[config.mk]
export PLATFORM = sky130hd
export DESIGN_NAME = seq_chunk_adder
export DESIGN_NICKNAME = d
export VERILOG_FILES = /design/src/rtl/adder_pkg.sv /design/src/rtl/fa_chunk.sv /design/src/rtl/seq_chunk_adder.sv
export SDC_FILE = /design/constraint.sdc
export NUM_CORES = 1
export LEC_CHECK = 0
export ABC_AREA = 0
export ABC_CLOCK_PERIOD_IN_PS = 5000
export BUFFER_PORTS_ARGS = -buffer_cell sky130_fd_sc_hd__buf_2
export CORE_ASPECT_RATIO = 0.7
export CORE_MARGIN = 2
export CORE_UTILIZATION = 55
export CTS_CLUSTER_SIZE = 16
export DETAILED_ROUTE_END_ITERATION = 16
export GPL_ROUTABILITY_DRIVEN = 0
export GPL_TIMING_DRIVEN = 1
export MAX_ROUTING_LAYER = met4
export PLACE_DENSITY = 0.77
export SYNTH_ARGS = -nofsm -noshare
export SYNTH_HDL_FRONTEND = slang
export SYNTH_SLANG_ARGS = --single-unit
[constraint.sdc]
create_clock -name clk -period 5 [get_ports clk]
set_input_delay 0.5 -clock clk [delete_from_list [all_inputs] [get_ports clk]]
set_output_delay 0.5 -clock clk [all_outputs]
set_load 0.1 [all_outputs]
[src/rtl/adder_pkg.sv]
// Shared types and elaboration helpers for the chunked add/subtract unit.
package adder_pkg;

    // Controller states: waiting for operands, stepping through chunks, holding a result
    typedef enum logic [1:0] {
        IDLE = 2'd0,
        BUSY = 2'd1,
        DONE = 2'd2
    } state_t;

    localparam int DEFAULT_WIDTH = 32;
    localparam int DEFAULT_CHUNK = 8;

    // Number of chunk cycles per operation; a zero chunk size yields zero so that an
    // illegal parameter set reaches the elaboration check instead of dividing by zero
    function automatic int nch(input int width, input int chunk);
        return (chunk < 1) ? 0 : width / chunk;
    endfunction

    // Chunk counter width, never narrower than one bit even for a single chunk
    function automatic int cntWidth(input int n);
        return (n > 1) ? $clog2(n) : 1;
    endfunction

endpackage

[src/rtl/fa_chunk.sv]
// Combinational ripple of CHUNK full adders; also exposes the carry into the top bit
// so the caller can form the signed-overflow flag.
module fa_chunk #(
    parameter int CHUNK = 8
) (
    input  logic [CHUNK-1:0] a,
    input  logic [CHUNK-1:0] b,
    input  logic             ci,
    output logic [CHUNK-1:0] s,
    output logic             co,
    output logic             c_msb
);

    logic rippleCarry;

    // Walk the carry from bit 0 upwards, recording the carry entering the top bit
    always_comb begin
        s           = '0;
        c_msb       = 1'b0;
        rippleCarry = ci;
        for (int i = 0; i < CHUNK; i++) begin
            if (i == CHUNK - 1) begin
                c_msb = rippleCarry;
            end
            s[i]        = a[i] ^ b[i] ^ rippleCarry;
            rippleCarry = (a[i] & b[i]) | (rippleCarry & (a[i] ^ b[i]));
        end
        co = rippleCarry;
    end

endmodule

[src/rtl/seq_chunk_adder.sv]
// Multi-cycle add/subtract unit: WIDTH-bit operands are summed CHUNK bits per cycle,
// least significant chunk first, through one shared fa_chunk instance.
module seq_chunk_adder
    import adder_pkg::*;
#(
    parameter int WIDTH = DEFAULT_WIDTH,
    parameter int CHUNK = DEFAULT_CHUNK
) (
    input  logic             clk,
    input  logic             rst,
    input  logic             in_valid,
    output logic             in_ready,
    input  logic [WIDTH-1:0] a,
    input  logic [WIDTH-1:0] b,
    input  logic             cin,
    input  logic             sub,
    output logic             out_valid,
    input  logic             out_ready,
    output logic [WIDTH-1:0] sum,
    output logic             cout,
    output logic             ovf
);

    localparam int NCH   = nch(WIDTH, CHUNK);
    localparam int CNT_W = cntWidth(NCH);

    // Reject parameter sets that cannot be split into whole chunks
    generate
        if (CHUNK < 1) begin : gBadChunk
            $error("seq_chunk_adder: CHUNK must be at least 1");
        end else if (WIDTH % CHUNK != 0) begin : gBadWidth
            $error("seq_chunk_adder: WIDTH must be a multiple of CHUNK");
        end
    endgenerate

    state_t           state;
    state_t           nextState;
    logic [CNT_W-1:0] cnt;
    logic [WIDTH-1:0] aReg;
    logic [WIDTH-1:0] bReg;
    logic             carryReg;
    logic [WIDTH-1:0] sumReg;
    logic             coutReg;
    logic             ovfReg;
    logic [CHUNK-1:0] aChunk;
    logic [CHUNK-1:0] bChunk;
    logic [CHUNK-1:0] sChunk;
    logic             chunkCo;
    logic             chunkCMsb;
    logic             lastChunk;

    assign lastChunk = (cnt == CNT_W'(NCH - 1));
    assign aChunk    = aReg[cnt * CHUNK +: CHUNK];
    assign bChunk    = bReg[cnt * CHUNK +: CHUNK];

    fa_chunk #(
        .CHUNK(CHUNK)
    ) uChunk (
        .a    (aChunk),
        .b    (bChunk),
        .ci   (carryReg),
        .s    (sChunk),
        .co   (chunkCo),
        .c_msb(chunkCMsb)
    );

    // State register; reset drops any operation in flight back to IDLE
    always_ff @(posedge clk) begin
        if (rst) begin
            state <= IDLE;
        end else begin
            state <= nextState;
        end
    end

    // Next state: accept in IDLE, step until the last chunk, hold until the consumer takes it
    always_comb begin
        nextState = state;
        case (state)
            IDLE:    if (in_valid)  nextState = BUSY;
            BUSY:    if (lastChunk) nextState = DONE;
            DONE:    if (out_ready) nextState = IDLE;
            default: nextState = IDLE;
        endcase
    end

    // Handshake outputs depend on the state alone, so DONE never turns straight around
    always_comb begin
        in_ready  = (state == IDLE);
        out_valid = (state == DONE);
    end

    // Datapath: latch operands (inverting b for subtract), then fold one chunk per cycle
    // into the result, capturing the final carry and overflow on the last chunk
    always_ff @(posedge clk) begin
        if (rst) begin
            cnt      <= '0;
            aReg     <= '0;
            bReg     <= '0;
            carryReg <= 1'b0;
            sumReg   <= '0;
            coutReg  <= 1'b0;
            ovfReg   <= 1'b0;
        end else begin
            case (state)
                IDLE: begin
                    if (in_valid) begin
                        aReg     <= a;
                        bReg     <= sub ? ~b : b;
                        carryReg <= cin ^ sub;
                        cnt      <= '0;
                    end
                end
                BUSY: begin
                    sumReg[cnt * CHUNK +: CHUNK] <= sChunk;
                    carryReg                     <= chunkCo;
                    cnt                          <= cnt + CNT_W'(1);
                    if (lastChunk) begin
                        coutReg <= chunkCo;
                        ovfReg  <= chunkCo ^ chunkCMsb;
                    end
                end
                default: begin
                end
            endcase
        end
    end

    assign sum  = sumReg;
    assign cout = coutReg;
    assign ovf  = ovfReg;

endmodule

==> flow_summary.json <==
{
  "run_status": "finished clean",
  "setup_violations": 0,
  "required_ns": 5.21,
  "synth.yosys.seq_area_share": 0.4192,
  "yosysWarnings": 0,
  "combPwrFrac": 0.184,
  "arrival_ns": 4.67,
  "timing.final.max_slew_violations": 0,
  "post_drt_wl_per_cell_um": 15.90,
  "die_w_um": 117.0,
  "area_growth_syn_to_layout_pct": 14.75,
  "ff2ff_setup_slack_ns": 0.54,
  "grt_max_degree": 99,
  "post-route-worst-setup-slack_ns": 0.5357,
  "power.switching_fraction": 0.2747,
  "placeableCoreArea_um2": 8583,
  "yosys.cell_count.top_type": "sky130_fd_sc_hd__dfxtp_1",
  "power_per_cell_area_nw_per_um2": 332.5,
  "floorplan.die_area_um2": 9727,
  "power.sequential.fraction": 0.478,
  "crit_path_frequent_cell": "sky130_fd_sc_hd__fa_1",
  "number_of_buffer_and_inverter_stages_on_the_critical_path": 3,
  "final_design_area_no_fill_um2": 5644,
  "final.min_clock_period_ns": 4.464,
  "synth_top_area_frac": 0.4192,
  "timing.hold.worst.class": "input pin to flip-flop",
  "finalClockSkew_ns": 0.005894,
  "clkSlewWorstSetupHoldPaths_ns": 0.06,
  "cellInternalPower_mw": 1.361,
  "timing.critical_path.from_type": "flip-flop",
  "timing.critical_path.slowest_cell_delay_ns": 0.46,
  "endpoint_kind": "flip-flop",
  "library_cells_used_by_synthesis": 35,
  "via_count_of_the_first_global_routing_pass": 3587,
  "worst_pin_slew_ns": 1.083,
  "power_leakage_nw": 2.189,
  "cts.repair_timing.setup_buffer_count": 0,
  "ys.flop_type": "sky130_fd_sc_hd__dfxtp_1",
  "synthesis.nets": 576,
  "timing.max_slew.rel_slack": 0.2780,
  "final_net_count": 656,
  "achievable_clock_frequency_mhz": 224.0,
  "antenna_violations_before_repair": 0,
  "initial_standard_cell_utilization_of_the_core": 0.5730,
  "cp_top_family": "adder cells",
  "quantity_of_i_o_buffers_inserted_on_ports": 105,
  "pre_cts_slack_ns": 0.5562,
  "ys_top_cells_by_area": "sky130_fd_sc_hd__dfxtp_1, sky130_fd_sc_hd__a211oi_2, sky130_fd_sc_hd__mux4_2",
  "rows": 28,
  "cts_hold_repair.buffers": 0,
  "synth_seq_cells": 103,
  "post_dp_cell_area_um2": 5379,
  "rsz0062_at_grt": "no",
  "critical_path.cell_chain": "buf_4 -> mux4_2 -> fa_1 -> fa_1 -> inv_1 -> fa_1 -> fa_1 -> inv_1 -> fa_1 -> fa_1 -> fa_1 -> fa_1 -> a222oi_1 -> nor2_1",
  "place_hpwl_um": 8087,
  "gr-total-overflow": 0,
  "cts.sinks": 103,
  "critical_path_class": "flip-flop to flip-flop",
  "routed_via_density": 5.436,
  "drc_errors": 0,
  "number_of_buffers_created_by_cts": 9,
  "h_tree_depth": 3,
  "dr.first_iter.drc_count": 273,
  "peakVddDrop_v": 0.0001827,
  "antenna-diode-count": 0,
  "io_pins": 106,
  "final_sum_of_negative_setup_slack_ns": 0,
  "timing.max_cap.violations": 0,
  "critPathMaxFanout": 8,
  "grt_pass1_wl_um": 17630,
  "cts.path.max_buffers": 2,
  "synth_common_cells": "sky130_fd_sc_hd__dfxtp_1, sky130_fd_sc_hd__nand2_1, sky130_fd_sc_hd__a21oi_1",
  "mappedNetlistArea_um2": 4918,
  "antenna_violating_nets_post_route": 0,
  "finalCritPeriodShare": 0.8929,
  "netlist_instances": 492,
  "cpMaxStageDelayCell": "sky130_fd_sc_hd__dfxtp_1",
  "drive_above_1_share": 0.3096,
  "post_cts.resized_instances": 0,
  "route.vias.total": 3778,
  "die_y_um": 83.12,
  "synthArstFlopShare": 0,
  "synth.largest_area_cell": "sky130_fd_sc_hd__dfxtp_1",
  "cts_root_buf": "sky130_fd_sc_hd__clkbuf_16",
  "grtUsageTotal": 0.2413,
  "clk_latency_ns": 0.34,
  "syn_avg_cell_area_um2": 9.997,
  "synth_enable_flop_cells": 0,
  "hold_viol": 0,
  "cts_tree": "yes",
  "p_sw_mw": 0.5155,
  "clock_power_share": 0.338,
  "drt_wl_total_um": 11050,
  "detail_route.first_pass.iterations": 4
}
-- layer usage --
layer | up-vias | GRT usage | share of wire
met4 | 0 | 0.07059 | 0.014
met2 | 117 | 0.3589 | 0.45
met5 | - | - | 0
met1 | 1789 | 0.3352 | 0.48
li1 | 1855 | - | -
met3 | 17 | 0.04891 | 0.054
-- worst min-delay path: stages --
cell and delay (ns):
sky130_fd_sc_hd__buf_2 0.09, sky130_fd_sc_hd__nand2_1 0.04, sky130_fd_sc_hd__a21oi_1 0.05
-- final cells by class --
cell class	count	area [um^2]
Sequential cell	103	2062
Fill cell	710	2939
Tap cell	120	150.1
Clock buffer	13	260.3
Multi-Input combinational cell	327	2519
Inverter	20	75.07
Clock inverter	1	5.005
Timing Repair Buffer	111	573.1
-- state kept, by name (all words and copies together) (netlist names) --
register / count
aReg: 32
bReg: 32
carryReg: 1
cnt: 2
cout: 1
ovf: 1
state: 2
sum: 32
-- path summary, 6_finish.rpt --
kind	from	to	cells after the start
worst max-delay path	cnt[1]	carryReg	14
worst min-delay path	a[28]	aReg[28]	3
worst max register to register	cnt[1]	carryReg	14
worst min register to register	aReg[10]	aReg[10]	2
-- cell usage in the layout (no fill, tap or decap), types with 9 or more instances in the layout --
master and count:
sky130_fd_sc_hd__a211oi_2 32, sky130_fd_sc_hd__a21oi_1 48, sky130_fd_sc_hd__xnor2_1 32, sky130_fd_sc_hd__inv_1 20, sky130_fd_sc_hd__dfxtp_1 103, sky130_fd_sc_hd__clkbuf_16 9
sky130_fd_sc_hd__nor2_1 42, sky130_fd_sc_hd__o32ai_1 14, sky130_fd_sc_hd__nand2b_1 12, sky130_fd_sc_hd__buf_2 104, sky130_fd_sc_hd__mux4_2 16, sky130_fd_sc_hd__nand2_1 77
-- metrics by stage --
stage               instances  total power [mW]    util  hold WS [ns]
global placement          681             1.247  0.6267        0.4412
CTS                       695             1.887  0.6576        0.3845
global route              695             1.952  0.6576        0.3944
finish                    695             1.877  0.6576        0.3877
detailed placement        681             1.257  0.6267        0.4455
floorplan                 492             1.174       -        0.4331
-- cell families after synthesis --
| group | share of synthesized area |
|---|---|
| compound gates | 0.1760 |
| fa+ha+maj | 0.04782 |
| mux | 0.07326 |
| flops | 0.4192 |
| simple gates | 0.1544 |
| xor+xnor | 0.06055 |
| buf+inv | 0.06868 |
-- power groups by stage --
stage	Clock [mW]	Combinational, mW	Sequential [mW]
floorplan	0	0.243	0.931
global placement	0	0.334	0.913
detailed placement	0	0.342	0.915
CTS	0.646	0.344	0.897
global route	0.677	0.373	0.902
finish	0.633	0.345	0.898
(Power assumes the default switching activity.)
